===== src/rtl/m_out_port_if.sv =====
// Bus, handshake and serial-line signals of the bus-to-device output port.
interface m_out_port_if #(
   parameter int unsigned WIDTH = 8
);
   logic [WIDTH-1:0] iData;
   logic             iLoad;
   logic             iSerialStart;
   logic             iAck;
   logic [WIDTH-1:0] oPort;
   logic             oStrobe;
   logic             oFull;
   logic             oSerial;
   logic             oBusy;

   // Host/bus side drives commands and observes the port.
   modport master (
      output iData, iLoad, iSerialStart, iAck,
      input  oPort, oStrobe, oFull, oSerial, oBusy
   );

   // Port side receives commands and drives the device-facing outputs.
   modport slave (
      input  iData, iLoad, iSerialStart, iAck,
      output oPort, oStrobe, oFull, oSerial, oBusy
   );
endinterface


===== src/rtl/m_out_port.sv =====
// Bus-to-device output port: latches the shared bus on load, runs a
// strobe/acknowledge handshake and can send the held byte as a serial frame.
module m_out_port #(
   parameter int unsigned WIDTH        = 8,
   parameter int unsigned CLKS_PER_BIT = 4
) (
   input logic          iClk,
   input logic          iReset,
   m_out_port_if.slave  bus
);

   localparam int unsigned CNT_W = (CLKS_PER_BIT > 1) ? $clog2(CLKS_PER_BIT) : 1;
   localparam int unsigned BIT_W = (WIDTH > 1) ? $clog2(WIDTH) : 1;
   localparam logic [CNT_W-1:0] CNT_RELOAD = CNT_W'(CLKS_PER_BIT - 1);
   localparam logic [BIT_W-1:0] LAST_BIT   = BIT_W'(WIDTH - 1);

   typedef enum logic [1:0] {IDLE, START, DATA, STOP} stateT;

   stateT            state;
   logic [CNT_W-1:0] cycleCnt;
   logic [BIT_W-1:0] bitCnt;
   logic [WIDTH-1:0] shiftReg;
   logic [WIDTH-1:0] portReg;
   logic             strobeReg;
   logic             fullReg;
   logic             serialReg;
   logic             busyReg;
   logic             loadOk;

   // A load is only taken while no frame is in flight.
   assign loadOk = bus.iLoad && !busyReg;

   // Handshake register and serial framer; every output is a flop.
   always_ff @(posedge iClk or posedge iReset) begin
      if (iReset) begin
         state     <= IDLE;
         cycleCnt  <= '0;
         bitCnt    <= '0;
         shiftReg  <= '0;
         portReg   <= '0;
         strobeReg <= 1'b0;
         fullReg   <= 1'b0;
         serialReg <= 1'b1;
         busyReg   <= 1'b0;
      end else begin
         strobeReg <= loadOk;
         if (loadOk) begin
            portReg <= bus.iData;
            fullReg <= 1'b1;
         end else if (bus.iAck) begin
            fullReg <= 1'b0;
         end

         case (state)
            IDLE: begin
               serialReg <= 1'b1;
               busyReg   <= 1'b0;
               // Same-edge load wins; the start request is dropped.
               if (bus.iSerialStart && !bus.iLoad) begin
                  shiftReg  <= portReg;
                  cycleCnt  <= CNT_RELOAD;
                  serialReg <= 1'b0;
                  busyReg   <= 1'b1;
                  state     <= START;
               end
            end
            START: begin
               if (cycleCnt == '0) begin
                  cycleCnt  <= CNT_RELOAD;
                  bitCnt    <= '0;
                  serialReg <= shiftReg[0];
                  state     <= DATA;
               end else begin
                  cycleCnt <= cycleCnt - CNT_W'(1);
               end
            end
            DATA: begin
               if (cycleCnt == '0) begin
                  cycleCnt <= CNT_RELOAD;
                  if (bitCnt == LAST_BIT) begin
                     serialReg <= 1'b1;
                     state     <= STOP;
                  end else begin
                     shiftReg  <= shiftReg >> 1;
                     serialReg <= shiftReg[1];
                     bitCnt    <= bitCnt + BIT_W'(1);
                  end
               end else begin
                  cycleCnt <= cycleCnt - CNT_W'(1);
               end
            end
            STOP: begin
               if (cycleCnt == '0) begin
                  // Back-to-back frames may start on the stop-completion edge.
                  if (bus.iSerialStart) begin
                     shiftReg  <= portReg;
                     cycleCnt  <= CNT_RELOAD;
                     serialReg <= 1'b0;
                     state     <= START;
                  end else begin
                     serialReg <= 1'b1;
                     busyReg   <= 1'b0;
                     state     <= IDLE;
                  end
               end else begin
                  cycleCnt <= cycleCnt - CNT_W'(1);
               end
            end
            default: begin
               serialReg <= 1'b1;
               busyReg   <= 1'b0;
               state     <= IDLE;
            end
         endcase
      end
   end

   assign bus.oPort   = portReg;
   assign bus.oStrobe = strobeReg;
   assign bus.oFull   = fullReg;
   assign bus.oSerial = serialReg;
   assign bus.oBusy   = busyReg;

endmodule


===== src/flat_wrapper.sv =====
// flat-port wrapper written by rule: the top's interface ports become plain ports
module m_out_port_flat 
#(
   parameter int unsigned WIDTH        = 8,
   parameter int unsigned CLKS_PER_BIT = 4
)
  (iClk, iReset, bus_iData, bus_iLoad, bus_iSerialStart, bus_iAck, bus_oPort, bus_oStrobe, bus_oFull, bus_oSerial, bus_oBusy);
  m_out_port_if #(.WIDTH(WIDTH)) bus_i ();
  input logic iClk;
  input logic iReset;
  input wire logic [$bits(bus_i.iData)-1:0] bus_iData;
  input wire logic [$bits(bus_i.iLoad)-1:0] bus_iLoad;
  input wire logic [$bits(bus_i.iSerialStart)-1:0] bus_iSerialStart;
  input wire logic [$bits(bus_i.iAck)-1:0] bus_iAck;
  output wire logic [$bits(bus_i.oPort)-1:0] bus_oPort;
  output wire logic [$bits(bus_i.oStrobe)-1:0] bus_oStrobe;
  output wire logic [$bits(bus_i.oFull)-1:0] bus_oFull;
  output wire logic [$bits(bus_i.oSerial)-1:0] bus_oSerial;
  output wire logic [$bits(bus_i.oBusy)-1:0] bus_oBusy;
  assign bus_i.iData = bus_iData;
  assign bus_i.iLoad = bus_iLoad;
  assign bus_i.iSerialStart = bus_iSerialStart;
  assign bus_i.iAck = bus_iAck;
  assign bus_oPort = bus_i.oPort;
  assign bus_oStrobe = bus_i.oStrobe;
  assign bus_oFull = bus_i.oFull;
  assign bus_oSerial = bus_i.oSerial;
  assign bus_oBusy = bus_i.oBusy;
  m_out_port #(.WIDTH(WIDTH), .CLKS_PER_BIT(CLKS_PER_BIT)) u_core (.iClk(iClk), .iReset(iReset), .bus(bus_i));
endmodule

===== config.mk =====
export PLATFORM = sky130hd
export DESIGN_NAME = m_out_port_flat
export DESIGN_NICKNAME = d
export VERILOG_FILES = /design/src/rtl/m_out_port_if.sv /design/src/rtl/m_out_port.sv /design/src/flat_wrapper.sv
export SDC_FILE = /design/constraint.sdc
export NUM_CORES = 1
export LEC_CHECK = 0
export CORE_ASPECT_RATIO = 0.6
export CORE_MARGIN = 5
export CORE_UTILIZATION = 56
export CTS_CLUSTER_DIAMETER = 120
export CTS_CLUSTER_SIZE = 16
export DETAILED_ROUTE_END_ITERATION = 12
export PLACE_DENSITY = 0.8
export SYNTH_ARGS = -nofsm -noshare
export SYNTH_HDL_FRONTEND = slang
export SYNTH_SLANG_ARGS = --single-unit

===== constraint.sdc =====
create_clock -name iClk -period 2.9 [get_ports iClk]
set_input_delay 0.58 -clock iClk [delete_from_list [all_inputs] [get_ports iClk]]
set_output_delay 0.58 -clock iClk [all_outputs]
set_load 0.005 [all_outputs]

==> results.json, run 1 <==
{
  "grt_pass1_vias": 1097,
  "synth_nets": 146,
  "fin_nets": 174,
  "cap_viol_max_count": 0,
  "ctsHoldBuffers": 0,
  "p_clk_share_pct": 11.1,
  "worst_pin_slew_ps": 788,
  "die_height_um": 49.5,
  "leakage_nw": 0.752,
  "finalCritPeriodShare_pct": 75.1,
  "slew_violations": 0,
  "critPathKind": "flip-flop to flip-flop",
  "required_ps": 3070,
  "p_int_w": 0.00121,
  "std_cell_rows": 14,
  "routed_wl_um": 3010,
  "cts_max_path_buffers": 2,
  "crit_fanout": 16,
  "p_switching_w": 0.000807,
  "power_per_cell_area_mw_per_mm2": 1140,
  "dp_hpwl_um": 2230,
  "synth_cells": 125,
  "postCtsSetupRepairBufs": 0,
  "cp_cell_sequence": "inv_1 -> ha_1 -> nor3_2 -> o221ai_2 -> mux2_2",
  "grt_overflow_total": 0,
  "min_from": "u_core.bus.oSerial",
  "hold_path.class": "flip-flop to flip-flop",
  "arrival_ps": 2350,
  "antennaDiodeCount": 0,
  "initialDrtViolationCount": 70,
  "seqPwrFrac_pct": 33.6,
  "slowest_stage": "ha_1",
  "p_total_w": 0.00201,
  "clock_latency_ps": 280,
  "cts_sinks": 27,
  "start_util_pct": 58.5,
  "hold_end": "u_core.bus.oSerial",
  "boundaryPins": 25,
  "cts_tree": "yes",
  "syn_area_mm2": 0.00146,
  "pre_cts_ws_ps": 642,
  "startpoint_type": "flip-flop",
  "cts-root-buf": "clkbuf_8",
  "synth.distinct_cells": 33,
  "grtUsageTotal_pct": 17.4,
  "skew_ps": 8.80,
  "core_area_mm2": 0.00249,
  "routedWlPerCell_um": 16.4,
  "drive_gt1_share_pct": 20.4,
  "yosys_warnings": 0,
  "synth_seq_cells": 27,
  "fin_tns_setup_ps": 0,
  "p_comb_share_pct": 55.3,
  "layout-area-overhead-vs-synth_pct": 21.1,
  "cts-buffers-inserted": 3,
  "port_buffers": 24,
  "synth_area_leaders": "dfrtp_1, mux2_2, ha_1, mux2i_1, a31oi_1",
  "r2r_end": "u_core.state[1]",
  "drcViolationCount": 0,
  "fmax_mhz": 459,
  "fill_cells": 185,
  "yosysSeqAreaShare_pct": 46.5,
  "antenna_left": 0,
  "antenna_found_initial": 0,
  "die_area_mm2": 0.00375,
  "crit_path_max_incr_delay_ps": 690,
  "grt_pass1_wl_um": 4990,
  "grt_max_degree": 28,
  "synth_top_area_share_pct": 44.7,
  "setup_ws_ps": 721,
  "fin_util_pct": 70.8,
  "rsz0062_at_grt": "no",
  "sw_frac_of_total_pct": 40.1,
  "min_period_ps": 2180,
  "cts_max_level": 1,
  "clk_pin_slew_worst_paths_ps": 100,
  "hold_viol": 0,
  "relSlewSlack_pct": 47.4,
  "ir_drop_mv": 0.699,
  "reg2reg_setup_slack_ps": 720,
  "layout_common_cells": "dfrtp_1, clkdlybuf4s50_1, mux2_2, inv_1",
  "place_congestion": 0.710,
  "final_common_cell": "dfrtp_1",
  "viasPerCell": 5.76,
  "crit_cells": 5,
  "critical-path-top-delay-family": "adder cells",
  "r2r.worst_path.cells": 5,
  "holdPathStages": 2,
  "drtPass1Iterations": 4,
  "status": "completed",
  "crit_path_end_kind": "flip-flop",
  "vias": 1060,
  "synth_area_leader_cell": "dfrtp_1",
  "synth_area_per_cell_um2": 11.6,
  "r2r-start": "u_core.state[0]",
  "die_w_um": 75.8,
  "cts_resized": 0,
  "finalSetupViolations": 0,
  "critPathBufInv": 1
}
worst min-delay path, stage by stage, from the launching register on:
cell     delay [ps]
dfstp_2         380
nand2_1          40
o21ai_0          70
per-layer routing:
| metal | global-route usage [%] | wire length, um | vias up |
|---|---|---|---|
| li1 | - | - | 500 |
| met1 | 22.5 | 1310 | 516 |
| met2 | 27.7 | 1490 | 42 |
| met3 | 6.69 | 194 | 2 |
| met4 | 3.49 | 21 | 0 |
| met5 | 0 | 0 | - |
Yosys cell counts (all sizes together):
cell,n
a22o,5
or3,1
nor2b,4
a2111oi,1
a31oi,8
mux2i,8
a211oi,1
dfrtp,26
ha,8
o21ai,6
a21oi,9
a221oi,1
mux2,10
nand2,8
o221ai,1
nor3,2
a22oi,1
nand2b,3
buf,5
a21o,2
inv,10
nor2,3
dfstp,1
o31ai,1
worst max path at each step:
stage                           startpoint                   to  slack (ps)
final                      u_core.state[0]      u_core.state[1]         720
after global routing       u_core.state[0]      u_core.state[0]         500
after CTS                  u_core.state[0]      u_core.state[1]         700
after detailed placement         bus_iLoad  u_core.bus.oPort[3]         640
after global placement           bus_iLoad  u_core.bus.oPort[0]         690
after floorplan           u_core.bitCnt[0]   u_core.shiftReg[7]        1110
through the flow:
stage	hold WS (ps)	area (um2)	cells
CTS	500	1760	184
global route	506	1760	184
finish	492	1760	184
detailed placement	474	1720	180
global placement	465	1720	180
floorplan	466	1460	125
registers in the layout, indices dropped and copies added, names as in the netlist:
signal,flops
u_core.shiftReg,8
u_core.bus.oFull,1
u_core.bus.oSerial,1
u_core.bus.oStrobe,1
u_core.bitCnt,3
u_core.bus.oPort,8
u_core.cycleCnt,2
u_core.bus.oBusy,1
u_core.state,2
logic make-up (layout without fill, tap and decap cells):
group / after synthesis / count (layout) / share of synthesized area, %
simple gates: 21 / 21 / 8.25
mux: 18 / 18 / 13.5
compound gates: 36 / 36 / 18.7
fa+ha+maj: 8 / 8 / 6.88
buf+inv: 15 / 42 / 6.19
flops: 27 / 27 / 46.5
area by class of cell:
class	count	area, um2	share of cell area (%)
repair buffers	28	270	15.3
multi-input cells	83	688	39.1
clock inverters	1	5.00	0.284
clock buffers	3	41.3	2.34
inverters	10	40.0	2.27
well taps	32	40.0	2.27
flip-flops and latches	27	677	38.4
power by group through the flow:
stage	Sequential [W]	Combinational, W	Clock, W
after floorplan	0.000656	0.000833	0
after global placement	0.000667	0.00105	0
after detailed placement	0.000682	0.00111	0
after CTS	0.000676	0.00111	0.000226
after global routing	0.000697	0.00122	0.000246
final	0.000676	0.00111	0.000223
Power figures use the tool's default switching activity.
==> run 2, diff against run 1 <==
- CORE_UTILIZATION: 56 -> 52
- PLACE_DENSITY: 0.8 -> 0.75
- clock period: 2.9 -> 2.13 ns (I/O delays scaled with it)
==> run 2 against run 1 <==
  * Count of clock-buffer cells in the layout unchanged
  * Combinational power up 39%
  * Die area up 6.4%
  * Fmax up 17%
  * Cell count up 2.2%
  * Setup slack worse by 460 ps
  * Worst hold slack worse by 6.9 ps
  * Clock skew down 3.0 ps
  * Via count down 2.9%
  * Wire length down 5.5%
  * Highest routed layer unchanged
==> results.json, run 2 (synthesis gave the netlist of run 1 again) <==
{
  "leakage_nw": 0.773,
  "viasPerCell": 5.47,
  "cts_sinks": 27,
  "stdcell_area_mm2": 0.00179,
  "holdPathStages": 2,
  "drive_gt1_share_pct": 22.4,
  "final_common_cell": "dfrtp_1",
  "crit_path_end_kind": "flip-flop",
  "p_switching_w": 0.00107,
  "arrival_ps": 2050,
  "hold_path.class": "flip-flop to flip-flop",
  "vias": 1029,
  "finalCritPeriodShare_pct": 87.6,
  "rsz0062_at_grt": "no",
  "r2r_end": "u_core.shiftReg[6]",
  "crit_path_max_incr_delay_ps": 430,
  "antenna_left": 0,
  "fmax_mhz": 536,
  "cts_max_level": 1,
  "ir_drop_mv": 0.775,
  "r2r-start": "u_core.bitCnt[0]",
  "ctsHoldBuffers": 0,
  "layout-area-overhead-vs-synth_pct": 23.1,
  "postCtsSetupRepairBufs": 0,
  "slew_violations": 0,
  "start_util_pct": 56.1,
  "cts-buffers-inserted": 3,
  "power_per_cell_area_mw_per_mm2": 1540,
  "grt_pass1_wl_um": 4940,
  "die_w_um": 78.3,
  "std_cell_rows": 14,
  "antenna_found_initial": 0,
  "core_area_mm2": 0.00259,
  "drtPass1Iterations": 4,
  "dp.cells": 184,
  "routedWlPerCell_um": 15.1,
  "antennaDiodeCount": 0,
  "p_comb_share_pct": 56.1,
  "port_buffers": 24,
  "status": "completed",
  "cts_tree": "yes",
  "dpl-instance-area_mm2": 0.00175,
  "worst_pin_slew_ps": 390,
  "timing.critical_path.mode_cell": "ha_1",
  "routed_wl_um": 2850,
  "cts-root-buf": "clkbuf_8",
  "die_area_mm2": 0.00399,
  "cap_viol_max_count": 0,
  "critPathKind": "flip-flop to flip-flop",
  "fin_util_pct": 69.1,
  "reg2reg_setup_slack_ps": 260,
  "initialDrtViolationCount": 39,
  "place_congestion": 0.772,
  "cts_resized": 0,
  "slowest_stage": "dfrtp_1",
  "grtUsageTotal_pct": 15.8,
  "sw_frac_of_total_pct": 39.0,
  "finalSetupViolations": 0,
  "startpoint_type": "flip-flop",
  "hold_viol": 0,
  "crit_fanout": 14,
  "layout_common_cells": "dfrtp_1, clkdlybuf4s50_1, mux2_2, inv_1",
  "fin_nets": 178,
  "p_int_w": 0.00168,
  "die_height_um": 51.0,
  "skew_ps": 5.81,
  "r2r.worst_path.cells": 7,
  "grt_overflow_total": 0,
  "dp_hpwl_um": 2200,
  "min_from": "u_core.bus.oSerial",
  "relSlewSlack_pct": 73.7,
  "critical-path-top-delay-family": "compound AO/OA/AOI/OAI gates",
  "grt_pass1_vias": 1068,
  "critPathBufInv": 1,
  "min_period_ps": 1870,
  "seqPwrFrac_pct": 33.3,
  "grt_max_degree": 28,
  "required_ps": 2320,
  "clock_latency_ps": 270,
  "cp_cell_sequence": "ha_1 -> ha_1 -> nand2b_4 -> a221oi_4 -> buf_4 -> a21oi_1 -> a31oi_1",
  "stdcell_count": 188,
  "fin_tns_setup_ps": 0,
  "p_clk_share_pct": 10.6,
  "cts_max_path_buffers": 2,
  "hold_end": "u_core.bus.oSerial",
  "boundaryPins": 25,
  "clk_pin_slew_worst_paths_ps": 90,
  "drcViolationCount": 0
}
[run 2: cell count changes in the layout (fill, tap and decap cells not counted)]
cell,previous run,this run
buf_4,4,8
[run 2: power by group through the flow]
stage	logic [W]	registers, W	clock network [W]
2_1_floorplan	0.00113	0.000894	0
3_3_place_gp	0.00149	0.000909	0
3_5_place_dp	0.00154	0.000929	0
4_1_cts	0.00155	0.000917	0.000295
5_1_grt	0.00171	0.000948	0.000329
6_report	0.00154	0.000917	0.000290
[run 2: metal layers]
layer | up-vias | GRT usage (%) | wire, um
met4 | 0 | 2.91 | 23
met3 | 4 | 5.26 | 139
li1 | 512 | - | -
met1 | 487 | 21.8 | 1420
met2 | 26 | 24.9 | 1260
met5 | - | 0 | 0
[run 2: stage by stage]
stage / setup WS [ps] / total power, W / hold slack (ps)
global route: 130 / 0.00299 / 521
CTS: 277 / 0.00277 / 492
detailed placement: 157 / 0.00247 / 473
floorplan: 339 / 0.00203 / 466
global placement: 224 / 0.00240 / 466
finish: 265 / 0.00275 / 485
[run 2: layout make-up]
type	count	area [um2]
inverter	10	40.0
clock buffer	3	41.3
multi-input combinational	83	688
sequential	27	677
timing repair buffer	32	300
tap	32	40.0
clock inverter	1	5.00
fill	187	801
[run 2: worst max path at each step]
stage	from	to	slack [ps]	depth (start not counted)
after global placement	bus_iSerialStart	u_core.state[0]	220	5
after detailed placement	bus_iSerialStart	u_core.state[0]	160	5
after global routing	u_core.state[0]	u_core.shiftReg[6]	130	7
after floorplan	u_core.bitCnt[0]	u_core.shiftReg[7]	340	6
after CTS	u_core.bitCnt[0]	u_core.shiftReg[6]	280	7
final	u_core.bitCnt[0]	u_core.shiftReg[6]	260	7
[run 2: worst min-delay path, cell delays in order, from the launching register on]
cell	delay, ps
dfstp_2	380
nand2_1	40
o21ai_0	70
==> run 3, diff against run 2 <==
- CTS_CLUSTER_DIAMETER: 120 -> not set
==> results of run 3 <==
No change in the layout: final DEF, timing and power equal those of run 2.
